`config.mk`:
```
export PLATFORM = sky130hd
export DESIGN_NAME = box_overlay_stream
export DESIGN_NICKNAME = d
export VERILOG_FILES = /design/src/rtl/box_overlay_stream.sv
export SDC_FILE = /design/constraint.sdc
export NUM_CORES = 1
export LEC_CHECK = 0
export ABC_CLOCK_PERIOD_IN_PS = 4500
export BUFFER_PORTS_ARGS = -buffer_cell sky130_fd_sc_hd__buf_2
export CAP_MARGIN = 10
export CORE_UTILIZATION = 30
export CTS_CLUSTER_DIAMETER = 200
export DETAILED_ROUTE_END_ITERATION = 10
export HOLD_SLACK_MARGIN = 0.12
export PLACE_DENSITY = 0.51
export SYNTH_ARGS = -nofsm -noshare
export SYNTH_HDL_FRONTEND = slang
export SYNTH_SLANG_ARGS = --single-unit
```
`constraint.sdc`:
```
create_clock -name clk -period 4.5 [get_ports clk]
set_input_delay 0.45 -clock clk [delete_from_list [all_inputs] [get_ports clk]]
set_output_delay 0.45 -clock clk [all_outputs]
set_load 0.02 [all_outputs]
```
`src/rtl/box_overlay_stream.sv`:
```
// box_overlay_stream: draws a fixed-colour rectangle border onto an
// AXI4-Stream video feed (tuser = start of frame, tlast = end of line).
// A single output register provides 1-cycle latency at full throughput.
// Box corners are sampled at each start of frame so a mid-frame change
// never tears the box.
module box_overlay_stream #(
  parameter int                    IMAGE_WIDTH  = 1280,
  parameter int                    IMAGE_HEIGHT = 720,
  parameter int                    DATA_WIDTH   = 24,
  parameter int                    BORDER       = 2,
  parameter logic [DATA_WIDTH-1:0] BOX_COLOR    = 24'hFF0000
) (
  input  logic                  clk,
  input  logic                  rst,
  input  logic [15:0]           x1_i,
  input  logic [15:0]           x2_i,
  input  logic [15:0]           y1_i,
  input  logic [15:0]           y2_i,
  input  logic                  overlay_en,
  input  logic [DATA_WIDTH-1:0] s_axis_tdata,
  input  logic                  s_axis_tvalid,
  output logic                  s_axis_tready,
  input  logic                  s_axis_tuser,
  input  logic                  s_axis_tlast,
  output logic [DATA_WIDTH-1:0] m_axis_tdata,
  output logic                  m_axis_tvalid,
  input  logic                  m_axis_tready,
  output logic                  m_axis_tuser,
  output logic                  m_axis_tlast,
  output logic                  box_valid,
  output logic [15:0]           frame_count,
  output logic                  line_err
);

  typedef logic [11:0] coord_t;
  typedef logic [12:0] wide_t;

  // Position counters and the shadow copy of the box taken at SOF.
  coord_t col_q, col_d, row_q, row_d;
  coord_t x1_q, x1_d, x2_q, x2_d, y1_q, y1_d, y2_q, y2_d;
  logic   box_valid_q, box_valid_d;
  logic   [15:0] frame_count_q, frame_count_d;
  logic   line_err_q, line_err_d;

  // Output stage.
  logic                  m_valid_q, m_valid_d;
  logic                  m_user_q, m_user_d;
  logic                  m_last_q, m_last_d;
  logic [DATA_WIDTH-1:0] m_data_q, m_data_d;

  logic   accept;
  logic   live_legal;
  coord_t cur_col, cur_row;
  coord_t eff_x1, eff_x2, eff_y1, eff_y2;
  logic   eff_valid;
  wide_t  c13, r13, x1_13, x2_13, y1_13, y2_13;
  wide_t  bd13;
  logic   in_box, near_edge, in_rows, is_border;

  // The output register can take a new beat whenever it is empty or draining.
  assign s_axis_tready = !m_valid_q || m_axis_tready;
  assign accept        = s_axis_tvalid && s_axis_tready;

  // Legality is judged on the full 16-bit inputs so out-of-range upper bits
  // are not hidden by the 12-bit truncation of the shadow copy.
  assign live_legal = (x1_i <= x2_i) && (y1_i <= y2_i) &&
                      (x2_i < 16'(IMAGE_WIDTH)) && (y2_i < 16'(IMAGE_HEIGHT));

  // The SOF pixel is (0,0) and is judged against the live corners, since the
  // shadow copy only becomes visible on the following cycle.
  assign cur_col   = s_axis_tuser ? '0 : col_q;
  assign cur_row   = s_axis_tuser ? '0 : row_q;
  assign eff_x1    = s_axis_tuser ? x1_i[11:0] : x1_q;
  assign eff_x2    = s_axis_tuser ? x2_i[11:0] : x2_q;
  assign eff_y1    = s_axis_tuser ? y1_i[11:0] : y1_q;
  assign eff_y2    = s_axis_tuser ? y2_i[11:0] : y2_q;
  assign eff_valid = s_axis_tuser ? live_legal : box_valid_q;

  // One extra bit keeps corner+BORDER from wrapping near 4095.
  assign c13   = {1'b0, cur_col};
  assign r13   = {1'b0, cur_row};
  assign x1_13 = {1'b0, eff_x1};
  assign x2_13 = {1'b0, eff_x2};
  assign y1_13 = {1'b0, eff_y1};
  assign y2_13 = {1'b0, eff_y2};
  assign bd13  = 13'(BORDER);

  assign in_box    = (c13 >= x1_13) && (c13 <= x2_13) &&
                     (r13 >= y1_13) && (r13 <= y2_13);
  // A box thinner than twice the border satisfies one of these everywhere,
  // so it comes out solid.
  assign near_edge = (c13 < x1_13 + bd13) || (c13 + bd13 > x2_13) ||
                     (r13 < y1_13 + bd13) || (r13 + bd13 > y2_13);
  assign in_rows   = r13 < 13'(IMAGE_HEIGHT);
  assign is_border = overlay_en && eff_valid && in_box && near_edge && in_rows;

  // Next-state logic for counters, SOF latch, error flag and output stage.
  always_comb begin
    // NOTE: every signal gets its hold value first, so no path can infer a latch.
    col_d         = col_q;
    row_d         = row_q;
    x1_d          = x1_q;
    x2_d          = x2_q;
    y1_d          = y1_q;
    y2_d          = y2_q;
    box_valid_d   = box_valid_q;
    frame_count_d = frame_count_q;
    line_err_d    = line_err_q;
    m_valid_d     = m_valid_q;
    m_user_d      = m_user_q;
    m_last_d      = m_last_q;
    m_data_d      = m_data_q;

    if (accept) begin
      if (s_axis_tlast) begin
        col_d = '0;
        row_d = cur_row + 12'd1;
      end else begin
        col_d = (cur_col == 12'hFFF) ? cur_col : cur_col + 12'd1;
        row_d = cur_row;
        if (c13 == 13'(IMAGE_WIDTH - 1)) line_err_d = 1'b1;
      end

      if (s_axis_tuser) begin
        x1_d          = x1_i[11:0];
        x2_d          = x2_i[11:0];
        y1_d          = y1_i[11:0];
        y2_d          = y2_i[11:0];
        box_valid_d   = live_legal;
        frame_count_d = frame_count_q + 16'd1;
      end

      m_user_d = s_axis_tuser;
      m_last_d = s_axis_tlast;
      m_data_d = is_border ? BOX_COLOR : s_axis_tdata;
    end

    // A free output slot either loads the accepted beat or empties.
    if (s_axis_tready) m_valid_d = s_axis_tvalid;
  end

  // State registers; reset drops any pending beat and disables the overlay.
  always_ff @(posedge clk or posedge rst) begin
    if (rst) begin
      col_q         <= '0;
      row_q         <= '0;
      x1_q          <= '0;
      x2_q          <= '0;
      y1_q          <= '0;
      y2_q          <= '0;
      box_valid_q   <= 1'b0;
      frame_count_q <= '0;
      line_err_q    <= 1'b0;
      m_valid_q     <= 1'b0;
      m_user_q      <= 1'b0;
      m_last_q      <= 1'b0;
      m_data_q      <= '0;
    end else begin
      // NOTE: non-blocking assignments so every flop samples pre-edge values.
      col_q         <= col_d;
      row_q         <= row_d;
      x1_q          <= x1_d;
      x2_q          <= x2_d;
      y1_q          <= y1_d;
      y2_q          <= y2_d;
      box_valid_q   <= box_valid_d;
      frame_count_q <= frame_count_d;
      line_err_q    <= line_err_d;
      m_valid_q     <= m_valid_d;
      m_user_q      <= m_user_d;
      m_last_q      <= m_last_d;
      m_data_q      <= m_data_d;
    end
  end

  assign m_axis_tvalid = m_valid_q;
  assign m_axis_tuser  = m_user_q;
  assign m_axis_tlast  = m_last_q;
  assign m_axis_tdata  = m_data_q;
  assign box_valid     = box_valid_q;
  assign frame_count   = frame_count_q;
  assign line_err      = line_err_q;

endmodule

```
==> results.cfg <==
[floorplanning]
fp.dieW_um = 182
core.rowCount = 65
dieArea_sq_um = 33200
start_util = 0.307
io_pins = 141
chipHeight_um = 182
core-area_sq_um = 31700

[cts]
cts_resized = 0
clock_latency_ps = 430
postCtsHoldBufs = 0
path_clk_slew_ps = 60
root_buffer = clkbuf_16
cts_sinks = 117
cts_made_buffers = 17
cts_tree = done
postCtsSetupBuffers = 0
clockBufferDepth = 2
cts.htree.levels = 4

[drt]
vias_per_cell = 5.13
dr.pass1.iters = 8
drt_wl_total_um = 28700
vias = 8826
drtAntennaViolNets = 0
drc = 0
drtIter0Drc = 472
post_drt_wl_per_cell_um = 16.7

[status]
status = complete, no violations

[sta]
hold_violations = 0
post-route-period-util = 0.808
fin_skew_ps = 15.8
setup_viol = 0
final_max_slew_viol_count = 0
rsz0062_at_grt = false
hold_ws_ps = 176
tightest_slew_ps = 959
setup_tns_ps = 0
relSlewSlack = 0.361
fin_crit_ps = 3640
timing.fmax_mhz = 275

[placed_design]
place.gp.congestion = 0.838
hpwlAfterDp_um = 22100
portBuffers = 140

[global_route]
globalRouteMet3Util = 0.0273
grtUsageMet2 = 0.294
antenna_found_initial = 0
grt_remaining_overflow = 0
grt_pass1_vias = 8742
use_met1 = 0.242
grt_pass1_wl_um = 47100
busiest_layer = met2
grt_util_all_layers = 0.178
grt_max_degree = 66

[power]
power_density_nw_per_um2 = 327
p_leak_uw = 0.00572
peakVddDrop_mv = 0.271

[synth]
synth_edf_count = 0
synth.top_cell.area_share = 0.301
ys_seq_elements = 117
synth_warnings = 0
yosys.area.top_type = dfrtp_1
ys_types = 63
synthArstFlopShare = 1.00
synth_cells = 1181
avgSynthCellArea_sq_um = 8.25
synth_ff_type = dfrtp_1
ys_seq_area_frac = 0.301
synth_nets = 1403
synth_area_leaders = dfrtp_1 (30%), ha_1 (16%), nand2_1 (6.4%)
syn_area_sq_um = 9740

[setup_path]
cp.required_ps = 4870
crit_cells = 17
cp_max_fo = 43
path_delay_family = compound AO/OA/AOI/OAI gates
startpoint_type = input pin
slowest_stage = a2111oi_0
critPathKind = input pin to register
end_kind = register
cp.arrival_ps = 4000
reg2regPathDepth = 14
cp.buffers_inverters = 3
cpMostUsedCell = ha_1
crit_chain = buf_4, and2b_1, a21oi_1, inv_1, ha_1, nand2_1, nor3_1, nand2b_1, nor2_1, xor2_1, ha_1, a2111oi_0, o211ai_1, and4bb_1, buf_12, a32oi_1, o21a_1
slowest_delay_ps = 500

[layout]
finalNetCount = 1530
synthToLayoutAreaGrowth_pct = 18.4
diodes = 0
drive_above_1_share = 0.164
post-route-util = 0.364
mostFrequentLayoutCell = nand2_1
layout_common_cells = nand2_1 (165), buf_2 (139), ha_1 (127)

[hold_path]
hold_path_class = input pin to asynchronous set/reset pin

[job]
cap_viol_max_count = 0
==> where the power goes <==
part / total (uW) / internal [uW] / switching [uW] / leakage (uW)
clock: 1430 / 874 / 556 / 0.000294
sequential: 1320 / 1210 / 113 / 0.00148
combinational: 1020 / 403 / 615 / 0.00395
total: 3770 / 2480 / 1280 / 0.00572
==> state kept, by name, summed over array words and instances, names as in the netlist <==
name	count
box_valid	1
col_q	12
frame_count	16
line_err	1
m_axis_tdata	24
m_axis_tlast	1
m_axis_tuser	1
m_axis_tvalid	1
row_q	12
x1_q	12
x2_q	12
y1_q	12
y2_q	12
==> path summary, 6_finish.rpt <==
| kind | from | slack, ps | to |
|---|---|---|---|
| hold reg to reg | frame_count[15] | 470 | frame_count[15] |
| hold / removal | rst | 180 | m_axis_tlast |
| setup / recovery | s_axis_tuser | 860 | m_axis_tdata[22] |
| setup reg to reg | row_q[1] | 870 | m_axis_tdata[22] |
| min in group clk | s_axis_tvalid | 280 | m_axis_tvalid |
| max in group asynchronous | rst | 3480 | y1_q[6] |
==> cells in the mapped netlist, types with 3 or more instances <==
master	number
nand2_1	166
ha_1	127
dfrtp_1	117
o21ai_0	105
nand3_1	77
nor2_1	74
inv_1	62
a21oi_1	47
clkbuf_1	40
mux2i_1	39
nand4_1	31
nor2b_1	30
xnor2_1	28
xor2_1	24
a31oi_1	16
nand2b_1	16
nor3_1	16
o21a_1	14
a21o_1	12
a32oi_1	11
buf_2	10
and3_1	8
mux2_2	8
and4_1	7
nor4_1	7
o211ai_1	6
a211oi_1	5
and2_1	5
buf_1	5
o22ai_1	5
a221oi_1	4
o21bai_1	4
or2_2	4
a211o_1	3
a22oi_1	3
buf_6	3
o211a_1	3
or4_1	3
==> per-layer routing <==
metal  up-vias  wire length (um)
met5         -                 0
met4         0               433
met3        24               780
met2       138             13700
met1      4178             13800
li1       4486                 -
==> layout make-up <==
cell class / count / area (sq um)
clock inverter: 14 / 178
sequential: 117 / 2930
multi-input combinational: 942 / 6320
inverter: 62 / 235
timing repair buffer: 168 / 938
fill: 3349 / 20200
tap: 402 / 503
clock buffer: 17 / 425
==> through the flow <==
| step | area [sq um] | setup slack, ps | instances | total power (uW) |
|---|---|---|---|---|
| after floorplan | 9740 | 106 | 1181 | 2010 |
| after global placement | 10900 | 514 | 1691 | 2350 |
| after detailed placement | 10900 | 447 | 1691 | 2360 |
| after CTS | 11500 | 877 | 1722 | 3820 |
| after global routing | 11500 | 509 | 1722 | 4020 |
| final | 11500 | 863 | 1722 | 3770 |
==> cells by family after synthesis <==
family          share of synthesized area
xor+xnor                           0.0468
buf+inv                            0.0514
flops                               0.301
simple gates                        0.227
fa+ha+maj                           0.163
compound gates                      0.162
mux                                0.0493
==> worst reg2reg max path, stage by stage (launching register included) <==
cell      delay [ps]
dfrtp_1          380
nor2b_1          430
ha_1             340
and3_1           280
and3_1           240
xor2_1           160
ha_1             270
a21oi_1          170
nand2_1           80
a221oi_1         250
o31ai_1          120
a22oi_1          220
buf_4            320
a32oi_1          150
o21a_1           120
Power figures use the tool's default switching activity.
